## config.mk

```make
export PLATFORM = sky130hd
export DESIGN_NAME = minesweeper_game_ctrl
export DESIGN_NICKNAME = d
export VERILOG_FILES = /design/src/rtl/minesweeper_game_ctrl.sv
export SDC_FILE = /design/constraint.sdc
export NUM_CORES = 1
export LEC_CHECK = 0
export BUFFER_PORTS_ARGS = -buffer_cell sky130_fd_sc_hd__buf_2
export CORE_MARGIN = 8
export CORE_UTILIZATION = 45
export CTS_CLUSTER_SIZE = 25
export DETAILED_ROUTE_END_ITERATION = 16
export GPL_TIMING_DRIVEN = 1
export PLACE_DENSITY = 0.69
export REMOVE_ABC_BUFFERS = 1
export SYNTH_ARGS = -nofsm -noshare
export SYNTH_HDL_FRONTEND = slang
export SYNTH_SLANG_ARGS = --single-unit
```

## constraint.sdc

```tcl
create_clock -name clk -period 2.8 [get_ports clk]
set_clock_uncertainty 0.15 [all_clocks]
set_input_delay 0 -clock clk [delete_from_list [all_inputs] [get_ports clk]]
set_output_delay 0 -clock clk [all_outputs]
set_load 0.01 [all_outputs]
```

## src/rtl/minesweeper_game_ctrl.sv

```systemverilog
// Game sequencer for the 4x4 bomb grid: bomb placement with collision
// probing, then the play phase with reveal tracking and WIN/LOSE detection.
//
// state   | meaning
// --------+-----------------------------------------------------------
// S_IDLE  | after reset, waiting for start
// S_PLACE | placing nb bombs, one address test per cycle
// S_PLAY  | accepting cell picks (cell_ready high)
// S_WIN   | every safe cell revealed; holds until start
// S_LOSE  | a bomb was picked; holds until start
module minesweeper_game_ctrl #(
  parameter int N_CELLS = 16,
  parameter int IDX_W   = 4
) (
  input  logic               clk,
  input  logic               reset,
  input  logic               start,
  input  logic [IDX_W-1:0]   bomb_count,
  input  logic [IDX_W-1:0]   rand_idx,
  input  logic               cell_valid,
  input  logic [IDX_W-1:0]   cell_idx,
  output logic               cell_ready,
  output logic               busy,
  output logic [N_CELLS-1:0] bomb_grid,
  output logic [N_CELLS-1:0] revealed,
  output logic [IDX_W:0]     safe_count,
  output logic               game_over,
  output logic               win
);

  typedef enum logic [2:0] {
    S_IDLE  = 3'd0,
    S_PLACE = 3'd1,
    S_PLAY  = 3'd2,
    S_WIN   = 3'd3,
    S_LOSE  = 3'd4
  } state_t;

  state_t             state_q, state_d;
  logic [N_CELLS-1:0] bomb_grid_q, revealed_q;
  logic [IDX_W:0]     safe_count_q;
  logic [IDX_W-1:0]   nb_q, placed_q, cand_q;
  logic               probe_q;

  logic               start_ok;
  logic [IDX_W-1:0]   nb_clamped;
  logic [IDX_W-1:0]   place_addr;
  logic               place_free;
  logic [IDX_W-1:0]   placed_inc;
  logic               pick_fire, pick_bomb, pick_dup;
  logic [IDX_W:0]     safe_inc;
  logic [IDX_W:0]     win_target;

  // Decision logic shared by the state register and the datapath.
  always_comb begin
    start_ok   = start && (state_q == S_IDLE || state_q == S_WIN || state_q == S_LOSE);
    // bomb_count is IDX_W bits wide, so it can never exceed N_CELLS-1;
    // only the lower clamp needs logic.
    nb_clamped = (bomb_count == '0) ? IDX_W'(1) : bomb_count;
    place_addr = probe_q ? cand_q : rand_idx;
    place_free = !bomb_grid_q[place_addr];
    placed_inc = placed_q + 1'b1;
    pick_fire  = (state_q == S_PLAY) && cell_valid;
    pick_bomb  = bomb_grid_q[cell_idx];
    pick_dup   = revealed_q[cell_idx];
    safe_inc   = safe_count_q + 1'b1;
    win_target = (IDX_W+1)'(N_CELLS) - {1'b0, nb_q};
  end

  // State register.
  always_ff @(posedge clk) begin
    if (reset) state_q <= S_IDLE;
    else       state_q <= state_d;
  end

  // Next-state and state-decoded outputs.
  always_comb begin
    state_d    = state_q;
    cell_ready = 1'b0;
    busy       = 1'b0;
    game_over  = 1'b0;
    win        = 1'b0;
    case (state_q)
      S_IDLE: begin
        if (start_ok) state_d = S_PLACE;
      end
      S_PLACE: begin
        busy = 1'b1;
        if (place_free && placed_inc == nb_q) state_d = S_PLAY;
      end
      S_PLAY: begin
        cell_ready = 1'b1;
        if (pick_fire) begin
          if (pick_bomb)                           state_d = S_LOSE;
          else if (!pick_dup && safe_inc == win_target) state_d = S_WIN;
        end
      end
      S_WIN: begin
        win = 1'b1;
        if (start_ok) state_d = S_PLACE;
      end
      S_LOSE: begin
        game_over = 1'b1;
        if (start_ok) state_d = S_PLACE;
      end
      default: state_d = S_IDLE;
    endcase
  end

  // Grid, reveal and counter datapath.
  always_ff @(posedge clk) begin
    if (reset) begin
      bomb_grid_q  <= '0;
      revealed_q   <= '0;
      safe_count_q <= '0;
      nb_q         <= '0;
      placed_q     <= '0;
      cand_q       <= '0;
      probe_q      <= 1'b0;
    end else begin
      case (state_q)
        S_IDLE, S_WIN, S_LOSE: begin
          if (start_ok) begin
            bomb_grid_q  <= '0;
            revealed_q   <= '0;
            safe_count_q <= '0;
            placed_q     <= '0;
            probe_q      <= 1'b0;
            nb_q         <= nb_clamped;
          end
        end
        S_PLACE: begin
          if (place_free) begin
            bomb_grid_q[place_addr] <= 1'b1;
            placed_q                <= placed_inc;
            probe_q                 <= 1'b0;
          end else begin
            // Linear probe to the next cell, wrapping through IDX_W-bit overflow.
            cand_q  <= place_addr + 1'b1;
            probe_q <= 1'b1;
          end
        end
        S_PLAY: begin
          if (pick_fire && !pick_bomb && !pick_dup) begin
            revealed_q[cell_idx] <= 1'b1;
            safe_count_q         <= safe_inc;
          end
        end
        default: ;
      endcase
    end
  end

  assign bomb_grid  = bomb_grid_q;
  assign revealed   = revealed_q;
  assign safe_count = safe_count_q;

endmodule
```

# After elaboration in Yosys (flattened, before gate mapping)
# Cells that the tools add are included.
[classes] order_cmp=4 bitwise=2 addsub=4 n_reduce_logical=24 n_eq_ne=12 n_mux=36
[op_table] op="$pmux W16 S2" count=2
[op_table] op="$mux W16" count=3
[op_table] op="$or A16 B16 Y16" count=2
[op_table] op="$mux W4" count=4
[op_table] op="$mux W3" count=5
[op_table] op="$bmux W1 S4" count=3
[op_table] op="$mux W1" count=11
[op_table] op="$lt A4 B5 Y1 const B" count=2
[op_table] op="$mux W5" count=2
[op_table] op="$pmux W5 S2" count=1
[op_table] op="$pmux W3 S3" count=1
[op_table] op="$add A4 B1 Y4 const B" count=2
[op_table] op="$demux W1 S4" count=2
[op_table] op="$ge A4 B1 Y1 const B" count=2
[op_table] op="$logic_and A1 B1 Y1" count=8
[op_table] op="$pmux W4 S2" count=1
[op_table] op="$eq A3 B2 Y1 const B" count=2
[op_table] op="$ne A2 B2 Y1 const B" count=3
[op_table] op="$reduce_and A2 Y1" count=3
[op_table] op="$reduce_and A3 Y1" count=2
[op_table] op="$add A5 B1 Y5 const B" count=1
[op_table] op="$eq A5 B5 Y1" count=1
[op_table] op="$sub A5 B4 Y5 const A" count=1
[op_table] op="$eq A4 B4 Y1" count=1
[op_table] op="other kinds (12)" count=17
[word_totals] out_inout_bits=41 in_bits=16 wordCells=90 ff_bits=53

# Depth between registers and ports, before layout
# Gate-level depths: netlist of the first run.
[logic_depth] ltp_word=8 ltp_mapped=9

# Least setup slack after synthesis of the first run
# OpenSTA, ideal clock, no wires.
[synth_timing] path_kind="reg2reg" from="register probe_q" to="register bomb_grid_q[0] (netlist: bomb_grid[0])" path_stages_with_launch=9 arrival_ns=2.141 synth_period_minus_slack_ns=2.406 slack_ns=0.394 path_cell_list="dfxtp_1 mux2_2 inv_2 nand2_1 a32o_1 a21oi_1 clkbuf_1 a311oi_1 o21a_1"
[synth_between] elab_chain_cells=8 elab_cells_between_ends=13 classes_between="2 x order compare; 1 x eq/ne; 7 x mux; 1 x bitwise; 2 x reduce/logical"
[synth_rtl] element="from (decl)" line="43" rtl="logic probe_q;"
[synth_rtl] element="from (signal assigned)" line="119" rtl="probe_q <= 1'b0;"
[synth_rtl] element="from (signal assigned)" line="128" rtl="probe_q <= 1'b0;"
[synth_rtl] element="from (signal assigned)" line="136" rtl="probe_q <= 1'b0;"
[synth_rtl] element="$mux W4 *" line="60" rtl="place_addr = probe_q ? cand_q : rand_idx;"
[synth_rtl] element="$lt A4 B5 Y1 (implied by the code) or $ge A4 B1 Y1 (tied branches)" line="134" rtl="bomb_grid_q[place_addr] <= 1'b1;"
[synth_rtl] element="$logic_and A1 B1 Y1 (implied by the code)" line="134"
[synth_rtl] element="$mux W1 (implied by the code)" line="134"
[synth_rtl] element="$demux W1 S4" line="134"
[synth_rtl] element="$or A16 B16 Y16 (no source line)"
[synth_rtl] element="$mux W16" line="133" rtl="if (place_free) begin"
[synth_rtl] element="$pmux W16 S2" line="121" rtl="case (state_q)"
[synth_rtl] element="to (signal assigned)" line="113" rtl="bomb_grid_q <= '0;"
[synth_rtl] element="to (signal assigned)" line="124" rtl="bomb_grid_q <= '0;"
[synth_rtl] element="to (signal, indexed assignment)" line="134"
[synth_rtl] element="to (decl)" line="40" rtl="logic [N_CELLS-1:0] bomb_grid_q, revealed_q;"
# Every way passes the cells marked *; elsewhere a longest branch is shown, timed or not. The select of a mux whose other input is x is not followed.
# A chain may end at the register's enable or synchronous reset.

# Worst setup path after layout of the first run
[layout_timing] from="register bomb_grid_q[10] (netlist: bomb_grid[10])" to="register revealed_q[3] (netlist: revealed[3])"
[layout_between] elab_chain_cells=7
[layout_rtl] element="$bmux W1 S4" line="64" rtl="pick_bomb = bomb_grid_q[cell_idx];"
[layout_rtl] element="$mux W1 (implied by the code)" line="64"
[layout_rtl] element="$logic_not A1 Y1" line="144" rtl="if (pick_fire && !pick_bomb && !pick_dup) begin"
[layout_rtl] element="$logic_and A1 B1 Y1 (2 in series)" line="144"
[layout_rtl] element="$ne A2 B1 Y1 (no source line)"
[layout_rtl] element="$reduce_and A3 Y1 (no source line)"
[layout_rtl] element="to (signal assigned)" line="114" rtl="revealed_q <= '0;"
[layout_rtl] element="to (signal assigned)" line="125" rtl="revealed_q <= '0;"
[layout_rtl] element="to (signal, indexed assignment)" line="145" rtl="revealed_q[cell_idx] <= 1'b1;"
[layout_rtl] element="to (decl)" line="40"
# Every way passes these cells. The select of a mux whose other input is x is not followed.

==> impl_summary.txt, run 1 <==
----------------------------------------------------
[Final layout]
  Area growth, synth to finish ... 18.1%
  Final Non-Filler Cells ... 543
  Final Net Count ... 466
  Share of final-layout standard cells stronger than drive strength 1 ... 22.1%
  ANT cells ... 0

[GRT]
  Residual overflow from global routing ... 0
  Aggregate global-route resource usage ... 17.5%
  Via count of the first global-routing pass ... 2985
  First-pass GRT wire length ... 14900 um
  Largest net degree at the start of global routing ... 33
  Initial antenna violation count ... 0

[Logic synthesis]
  Top-area cell type share of the netlist area ... 31.5%
  Dominant register cell in the synthesized netlist ... dfxtp_1
  Post-synthesis cell type count ... 62
  Yosys warning count ... 0
  Per-instance average area after synthesis ... 9.02 um^2
  Cell count after synthesis ... 374
  Sequential share of the synthesized area ... 31.5%
  Number of enable-type register cells in the synthesized netlist ... 0
  Top post-synthesis cells by area ... dfxtp_1 31%, nand2_1 6.5%, mux4_1 6.2%
  Cell type contributing the most total cell area after synthesis ... dfxtp_1
  Asr flop ratio synth ... 0%
  Cell area after synthesis ... 3370 um^2
  #FFs+latches synth ... 53

[Pwr]
  Areal power density over the cells ... 635 nW/um^2
  VDD IR-drop max ... 300 uV
  LEAKAGE ... 1.68 nW

[Place]
  Worst slack at placement ... 348 ps
  Cells after DPL ... 523
  Placer's final routability congestion estimate ... 0.901
  Final HPWL DP ... 6640 um
  IO buf count ... 56

[Floorplan]
  Number of cell rows ... 31
  Core Region ... 7250 um^2
  Initial core utilization ... 46.5%
  I/O pin cnt ... 57
  Vert. Die Dim ... 103 um
  Die width ... 103 um
  Area of the die ... 10500 um^2

[Critical path]
  Register-to-register setup slack ... 330 ps
  R2r startpoint ... bomb_grid[10]
  R2R depth ... 7
  CP Class ... reg2reg
  Worst setup EP type ... flip-flop
  Startpoint types ... flip-flop
  Peak fanout along the critical path ... 19
  Worst Path Arrival ... 2530 ps
  Data required time at the worst endpoint ... 2860 ps
  Capture point of the worst reg-to-reg path ... revealed[3]

[Worst hold path]
  Cell count of the worst hold path ... 4
  Worst Min Path Start ... start
  Hold EP ... state_q[1]
  Hold Crit Class ... in2reg

[STA]
  Final-report hold violation count ... 0
  Hold WS ... 37.9 ps
  Setup repair after global routing missed its margin ... false
  Transition time at the pin with the least slew margin ... 451 ps
  Post-route clock period utilization ... 88.3%
  Final sum of negative setup slack ... 0 ps
  Relative slew margins ... 69.7%
  Final WS setup ... 326 ps
  Final-report max-slew violation count ... 0
  FMAX ... 404 MHz
  Setup violators final ... 0
  Min Tclk post-route ... 2470 ps

[Drt]
  Remaining number of nets flagged by the antenna check after routing ... 0
  Average wire length per cell after detail routing ... 16.7 um
  Post-detailed-route DRC marker count ... 0
  Total Wirelength ... 9050 um
  Iter 0 DRT Violations ... 173
  1st-pass router iterations ... 4
  Vias per std cell ... 5.88
  Vias post-DR ... 3195

[Clocking]
  Sinks on the clock net ... 53
  Clock tree from TritonCTS ... built
  Clk_lat worst skew ... 310 ps
  Cell at the root of the clock tree ... clkbuf_8
  Deepest clock path buffer count ... 2
  Number of buffers created by CTS ... 5
  Post-CTS setup buffers ... 0
  CTS H-tree depth ... 2
  Clock transition at path regs ... 100 ps

[Run status]
  Result of the run ... finished clean

[Job]
  Number of maximum-capacitance constraint violations ... 0

----------------------------------------------------
==> synthesized netlist by cell type (9+ instances only) <==
cell type	instances
nand2_1	58
o41ai_1	10
nand4_1	9
nand2b_1	11
mux2i_1	10
a311oi_1	18
nor2_1	17
clkbuf_1	11
dfxtp_1	53
inv_1	11
o21a_1	17
nand3_1	11
==> metrics by stage <==
step	area (um^2)	utilization [%]	total power, mW
global placement	3780	52.1	2.06
finish	3980	54.9	2.53
global route	3980	54.9	2.71
CTS	3980	54.9	2.53
detailed placement	3780	52.1	2.08
floorplan	3230	-	1.68
==> worst max-delay path, stage by stage (launching register included) <==
cell     delay, ps
dfxtp_1        360
mux4_1         530
mux2i_1        190
mux2i_2        150
o21a_4         260
or2_1          220
buf_4          210
o41ai_1        310
==> where the power goes <==
part           total, mW  internal, mW  switching, mW
sequential         0.920         0.825         0.0940
clock              0.434         0.178          0.256
combinational       1.17         0.454          0.720
total               2.53          1.46           1.07
==> cells in the final DEF, fill, tap and decap left out, types with 4 or more instances in the layout <==
| master | n |
|---|---|
| and2_1 | 4 |
| o21a_1 | 17 |
| o21ai_0 | 4 |
| a31o_2 | 4 |
| a31oi_1 | 4 |
| nor2_1 | 17 |
| inv_1 | 11 |
| a21o_1 | 4 |
| a311oi_1 | 18 |
| o41ai_1 | 10 |
| nand2_1 | 58 |
| nand2b_1 | 11 |
| o31ai_1 | 4 |
| nand3_1 | 11 |
| mux4_1 | 8 |
| buf_4 | 16 |
| xnor2_1 | 8 |
| dfxtp_1 | 53 |
| nand4_1 | 9 |
| ha_1 | 7 |
| o41ai_2 | 7 |
| clkbuf_8 | 5 |
| dlygate4sd3_1 | 12 |
| mux2i_1 | 10 |
| and3_1 | 5 |
| a21oi_1 | 6 |
| xor2_1 | 6 |
| nor3_1 | 5 |
| buf_2 | 56 |
| nor2b_1 | 8 |
==> how the worst max path moves through the flow <==
| stage | start | endpoint | slack (ps) | cells after the start |
|---|---|---|---|---|
| 6_report | bomb_grid[10] | revealed[3] | 330 | 7 |
| 5_1_grt | bomb_grid[10] | revealed[3] | 120 | 7 |
| 4_1_cts | bomb_grid[10] | revealed[3] | 300 | 7 |
| 3_5_place_dp | bomb_grid[10] | revealed[3] | 350 | 7 |
| 3_3_place_gp | bomb_grid[10] | revealed[2] | 390 | 7 |
| 2_1_floorplan | probe_q | cand_q[2] | -220 | 7 |
==> what timing repair did <==
action                                  in CTS  in global routing
endpoints found under the hold margin       20                  0
hold buffers                                12                  0
endpoints found under the setup margin       0                  0
resized for setup                            0                  0
==> sequential cells by signal, summed over array words and instances (netlist names) <==
name and flops:
cand_q 4, bomb_grid 16, probe_q 1, state_q 3, revealed 16, safe_count 5, nb_q 4, placed_q 4
==> per-layer routing <==
metal  track usage, %  share of wire (%)  vias up
met2             28.5                 47       82
met3             3.65                6.1        9
met1             22.9                 46     1546
met5                0                  0        -
li1                 -                  -     1558
met4             4.51                1.3        0
==> cell families after synthesis <==
logic type | share of synthesized area, %
mux | 9.94
xor+xnor | 3.64
fa+ha+maj | 2.60
flops | 31.5
simple gates | 20.1
buf+inv | 5.42
compound gates | 26.9
==> layout make-up <==
type	count	area (um^2)
Fill cell	688	3270
Multi-Input combinational cell	286	2130
Sequential cell	53	1060
Timing Repair Buffer	85	541
Tap cell	99	124
Clock buffer	7	76.3
Inverter	12	45.0
Clock inverter	1	7.51
Power figures use the tool's default switching activity.
==> inputs of run 2 (changes only) <==
- CORE_MARGIN: 8 -> 3
==> run 2 against run 1 <==
Net effect: die area shrank 19%; first-iteration DRC count grew 1.7%; highest routed layer unchanged; total power about the same.
==> impl_summary.txt, run 2 (same netlist as run 1, synthesis figures left out) <==
----------------------------------------------------
[Run status]
  Result of the run ... finished clean

[STA]
  Transition time at the pin with the least slew margin ... 478 ps (+26.6 ps)
  Hold WS ... 61.3 ps (+23.5 ps)
  FMAX ... 404 MHz (about the same)
  Relative slew margins ... 67.9% (-1.8 points)
  Final-report max-slew violation count ... 0 (unchanged)
  Min Tclk post-route ... 2470 ps (+0.161 ps)
  Setup violators final ... 0 (unchanged)
  Setup repair after global routing missed its margin ... false
  Final-report hold violation count ... 0 (unchanged)
  Post-route clock period utilization ... 88.4% (about the same)

[Floorplan]
  Die width ... 92.6 um (-9.7%)
  Vert. Die Dim ... 92.6 um (-9.7%)
  Core Region ... 7020 um^2 (-3.2%)
  Area of the die ... 8570 um^2 (-19%)
  Number of cell rows ... 30 (-3.2%)
  I/O pin cnt ... 57 (unchanged)
  Initial core utilization ... 48.0% (+1.5 points)

[Pwr]
  LEAKAGE ... 1.68 nW (+0.36%)
  Areal power density over the cells ... 635 nW/um^2 (about the same)
  Power Total ... 2.53 mW (about the same)
  VDD IR-drop max ... 317 uV (+5.7%)

[Job]
  Number of maximum-capacitance constraint violations ... 0 (unchanged)

[Drt]
  Average wire length per cell after detail routing ... 16.4 um (-1.8%)
  Remaining number of nets flagged by the antenna check after routing ... 0 (unchanged)
  Post-detailed-route DRC marker count ... 0 (unchanged)
  Vias per std cell ... 5.91 (+0.50%)
  Total Wirelength ... 8850 um (-2.2%)
  1st-pass router iterations ... 5 (+1)
  Iter 0 DRT Violations ... 176 (+1.7%)
  Vias post-DR ... 3199 (+0.13%)

[Final layout]
  Combined area of the multi-input logic cells ... 2130 um^2 (unchanged)
  Number of fill cells ... 639 (-7.1%)
  Leading cell type in the layout, fill and taps excluded ... nand2_1
  Final Net Count ... 467 (+0.21%)
  Commonest cells after routing, fill and taps aside ... 58 x nand2_1, 56 x buf_2, 53 x dfxtp_1, 18 x a311oi_1
  Area growth, synth to finish ... 18.0% (about the same)
  Share of final-layout standard cells stronger than drive strength 1 ... 22.2% (+0.18 points)
  End-of-flow core utilization ... 56.7% (+1.8 points)
  Reg area ... 1060 um^2 (unchanged)
  ANT cells ... 0 (unchanged)

[Clocking]
  Deepest clock path buffer count ... 2 (unchanged)
  Cell at the root of the clock tree ... clkbuf_8
  Clk_lat worst skew ... 310 ps (about the same)
  Sinks on the clock net ... 53 (unchanged)
  Number of buffers created by CTS ... 5 (unchanged)
  Clock tree from TritonCTS ... built
  CTS H-tree depth ... 2 (unchanged)
  Clock transition at path regs ... 100 ps (about the same)

[Critical path]
  Data required time at the worst endpoint ... 2860 ps (about the same)
  Library cell contributing the largest single delay on the critical path ... mux4_1
  Register-to-register setup slack ... 330 ps (about the same)
  Worst Path Arrival ... 2540 ps (about the same)
  Ordered cell list for the critical path ... mux4_1 -> mux2i_1 -> mux2i_2 -> o21a_4 -> or2_1 -> buf_4 -> o41ai_1
  Crit-path max cell delay ... 500 ps (-30 ps)
  Worst setup EP type ... flip-flop
  Startpoint types ... flip-flop
  Top Family by Delay on Critical Path ... multiplexers
  Buffer and inverter count on the worst path ... 1 (unchanged)
  CP Class ... reg2reg
  Peak fanout along the critical path ... 19 (unchanged)

[GRT]
  Residual overflow from global routing ... 0 (unchanged)
  Via count of the first global-routing pass ... 3043 (+1.9%)
  First-pass GRT wire length ... 14900 um (-0.33%)
  Initial antenna violation count ... 0 (unchanged)
  Largest net degree at the start of global routing ... 33 (unchanged)
  Aggregate global-route resource usage ... 21.0% (+3.4 points)

[Place]
  IO buf count ... 56 (unchanged)
  Final HPWL DP ... 6340 um (-4.5%)
  Placer's final routability congestion estimate ... 0.854 (-5.3%)

[Worst hold path]
  Hold Crit Class ... in2reg

----------------------------------------------------
==> run 2: cell count changes in the layout (fill, tap and decap cells not counted) <==
cell / delta
buf_4: +1
clkinv_2: +1
inv_6: +1
clkbuf_1: -1
buf_12: -1
clkinvlp_4: -1
dlygate4sd3_1: +1
==> run 2: what timing repair did <==
action	4_1_cts	5_1_grt
hold buffers	13	0
resized for setup	0	0
setup buffers	0	0
hold endpoints to repair	19	0
==> run 2: layout make-up <==
class,count,share of cell area [%]
clock buffer,6,1.82
clock inverter,2,0.346
inverter,12,1.13
multi-input combinational,286,53.5
sequential,53,26.7
tap,96,3.02
timing repair buffer,86,13.5
==> run 2: worst register-to-register path, stage by stage (launching register included) <==
cell	delay, ps
dfxtp_1	380
mux4_1	500
mux2i_1	190
mux2i_2	150
o21a_4	260
or2_1	220
buf_4	210
o41ai_1	320
==> run 2: through the flow <==
stage,cell area [um^2],cells,setup slack (ps),TNS (ps)
CTS,3980,541,302,0
finish,3980,541,326,0
global route,3980,541,90.3,0
detailed placement,3760,520,331,0
floorplan,3230,351,-223,-3530
global placement,3760,520,389,0
==> run 2: per-layer routing <==
| layer | wire length, um | GRT usage, % | vias to the layer above | share of wire, % |
|---|---|---|---|---|
| li1 | - | - | 1562 | - |
| met1 | 4080 | 29.6 | 1512 | 46 |
| met2 | 4130 | 33.4 | 115 | 47 |
| met3 | 543 | 3.09 | 10 | 6.1 |
| met4 | 102 | 5.45 | 0 | 1.2 |
| met5 | 0 | 0 | - | 0 |
==> run 2: worst paths after layout <==
path / from / to / cells past startpoint
hold reg to reg: revealed[0] / revealed[0] / 2
hold / removal: rand_idx[2] / cand_q[2] / 4
setup reg to reg: bomb_grid[15] / revealed[6] / 7
setup / recovery: bomb_grid[15] / revealed[6] / 7
==> run 2: report_power, final <==
group	switching, mW	total, mW	internal (mW)
Clock	0.266	0.445	0.179
Combinational	0.717	1.16	0.445
Sequential	0.0941	0.920	0.825
==> inputs of run 3 (changes only) <==
- PLACE_DENSITY: 0.69 -> 0.71
==> run 3 against run 2 <==
Net effect: cell area increased by 0.38%; sequential share of layout area decreased by 0.10 points; hold slack lost 27 ps; combinational power rose by 3%; global-route usage is 0.64 points higher; via count up 0.41%; sequential power about the same; largest cell class unchanged.
==> impl_summary.txt, run 3 (same netlist as run 1, synthesis figures left out) <==
----------------------------------------------------
[Place]
  Final HPWL DP ... 6470 um (+2.0%)
  IO buf count ... 56 (unchanged)
  Cells after DPL ... 523 (+0.58%)
  Placer's final routability congestion estimate ... 0.914 (+7.1%)

[Drt]
  1st-pass router iterations ... 4 (-1)
  Iter 0 DRT Violations ... 136 (-23%)
  Average wire length per cell after detail routing ... 16.4 um (about the same)
  Vias per std cell ... 5.93 (+0.22%)
  Vias post-DR ... 3212 (+0.41%)
  Post-detailed-route DRC marker count ... 0 (unchanged)
  Total Wirelength ... 8870 um (+0.23%)
  Remaining number of nets flagged by the antenna check after routing ... 0 (unchanged)

[Floorplan]
  Initial core utilization ... 48.0% (unchanged)
  Number of cell rows ... 30 (unchanged)
  Core Region ... 7020 um^2 (unchanged)
  I/O pin cnt ... 57 (unchanged)
  Vert. Die Dim ... 92.6 um (unchanged)
  Die width ... 92.6 um (unchanged)
  Area of the die ... 8570 um^2 (unchanged)

[Final layout]
  Share of final-layout standard cells stronger than drive strength 1 ... 23.1% (+0.85 points)
  Commonest cells after routing, fill and taps aside ... 58 x nand2_1, 56 x buf_2, 53 x dfxtp_1, 20 x buf_4, 18 x a311oi_1
  Reg area ... 1060 um^2 (unchanged)
  Final Net Count ... 468 (+0.21%)
  Leading cell type in the layout, fill and taps excluded ... nand2_1
  Number of fill cells ... 646 (+1.1%)
  Area growth, synth to finish ... 18.4%
  ANT cells ... 0 (unchanged)
  Final Non-Filler Cells ... 542 (+0.18%)
  Combined area of the multi-input logic cells ... 2130 um^2 (unchanged)

[STA]
  Min Tclk post-route ... 2510 ps (+34.5 ps)
  Final-report max-slew violation count ... 0 (unchanged)
  Relative slew margins ... 69.7% (+1.8 points)
  Final sum of negative setup slack ... 0 ps (unchanged)
  FMAX ... 399 MHz (-1.4%)
  Setup violators final ... 0 (unchanged)
  Final-report hold violation count ... 0 (unchanged)
  Setup repair after global routing missed its margin ... false
  Transition time at the pin with the least slew margin ... 451 ps (-27.0 ps)
  Post-route clock period utilization ... 89.6% (+1.2 points)

[GRT]
  Via count of the first global-routing pass ... 3033 (-0.33%)
  First-pass GRT wire length ... 15200 um (+2.1%)
  Residual overflow from global routing ... 0 (unchanged)
  Largest net degree at the start of global routing ... 33 (unchanged)
  Aggregate global-route resource usage ... 21.6% (+0.64 points)
  Initial antenna violation count ... 0 (unchanged)

[Clocking]
  Number of buffers created by CTS ... 5 (unchanged)
  Number of buffers inserted by hold repair at cts ... 11 (-2)
  Deepest clock path buffer count ... 2 (unchanged)
  Clk_lat worst skew ... 310 ps (about the same)
  Count of instances resized after the clock tree is built ... 0 (unchanged)
  Sinks on the clock net ... 53 (unchanged)
  Clock transition at path regs ... 100 ps (about the same)
  Post-CTS setup buffers ... 0 (unchanged)
  Clock tree from TritonCTS ... built
  CTS H-tree depth ... 2 (unchanged)
  Cell at the root of the clock tree ... clkbuf_8

[Worst hold path]
  Hold Crit Class ... in2reg
  Cell count of the worst hold path ... 3 (-1)
  Worst Min Path Start ... cell_idx[3]
  Hold EP ... revealed[0]

[Critical path]
  R2r startpoint ... bomb_grid[10]
  Worst setup EP type ... flip-flop
  Peak fanout along the critical path ... 19 (unchanged)
  Library cell contributing the largest single delay on the critical path ... mux4_1
  Worst Path Arrival ... 2570 ps (+30 ps)
  Crit-path max cell delay ... 520 ps (+20 ps)
  CP Class ... reg2reg
  Register-to-register setup slack ... 290 ps (-30 ps)
  Top Family by Delay on Critical Path ... multiplexers
  Ordered cell list for the critical path ... mux4_1 -> mux2i_1 -> mux2i_2 -> o21a_4 -> or2_1 -> buf_4 -> o41ai_1
  Data required time at the worst endpoint ... 2860 ps (about the same)
  R2R depth ... 7 (unchanged)
  Buffer and inverter count on the worst path ... 1 (unchanged)
  Startpoint types ... flip-flop
  Capture point of the worst reg-to-reg path ... revealed[8]

[Pwr]
  Areal power density over the cells ... 647 nW/um^2 (+1.9%)
  VDD IR-drop max ... 319 uV (+0.62%)
  Switching Power ... 1.09 mW (+1.2%)
  Part of the total power dissipated in the clock network ... 18.2% (+0.6 points)
  LEAKAGE ... 1.69 nW (+0.48%)
  Net switching share of the total power ... 42.2% (-0.46 points)
  Combinational power share ... 46.3% (+0.3 points)
  P_int ... 1.49 mW (+3.1%)
  Power Total ... 2.58 mW (+2.3%)
  Share of total power in sequential cells ... 35.5% (-0.9 points)

[Run status]
  Result of the run ... finished clean

[Job]
  Number of maximum-capacitance constraint violations ... 0 (unchanged)

----------------------------------------------------
## run 3: cell count changes in the layout (fill, tap and decap cells not counted)
| cell | delta |
|---|---|
| buf_4 | +3 |
| clkbuf_8 | +1 |
| clkinv_2 | -1 |
| clkbuf_1 | -1 |
| clkinvlp_4 | +1 |
| dlygate4sd3_1 | -2 |
## run 3: how the worst max path moves through the flow
stage / from / end / slack [ps] / cells past startpoint
floorplan: probe_q / cand_q[2] / -220 / 7
global placement: bomb_grid[10] / revealed[7] / 400 / 7
detailed placement: bomb_grid[10] / revealed[0] / 320 / 7
CTS: bomb_grid[10] / revealed[8] / 300 / 7
global route: probe_q / cand_q[3] / 150 / 10
finish: bomb_grid[10] / revealed[8] / 290 / 7
## run 3: final cells by class
class / count / share of cell area, %
clock buffers: 6 / 2.07
well taps: 96 / 3.01
repair buffers: 87 / 13.5
multi-input cells: 286 / 53.3
inverters: 12 / 1.13
flip-flops and latches: 53 / 26.6
clock inverters: 2 / 0.407
## run 3: routing by layer
metal	GRT usage (%)	up-vias	share of wire (%)
li1	-	1564	-
met1	31.0	1560	48
met2	34.1	82	46
met3	3.25	6	4.9
met4	4.95	0	0.80
met5	0	-	0
## run 3: stage by stage
| stage | utilization, % | instance area [um^2] | hold WS, ps | setup WS [ps] |
|---|---|---|---|---|
| 4_1_cts | 56.9 | 3990 | 5.62 | 303 |
| 3_3_place_gp | 53.9 | 3780 | 97.0 | 396 |
| 3_5_place_dp | 53.9 | 3780 | 111 | 323 |
| 5_1_grt | 56.9 | 3990 | 32.9 | 145 |
| 6_report | 56.9 | 3990 | 34.5 | 292 |
| 2_1_floorplan | - | 3230 | -80.9 | -223 |
## run 3: worst min-delay path: stages
cell     delay [ps]
buf_2           180
or2_2           190
o41ai_1          80
## run 3: power groups by stage
stage	Sequential (mW)	Clock, mW	Combinational (mW)
5_1_grt	0.929	0.522	1.32
2_1_floorplan	0.926	0	0.752
6_report	0.917	0.471	1.20
3_5_place_dp	0.933	0	1.16
4_1_cts	0.916	0.487	1.18
3_3_place_gp	0.931	0	1.14
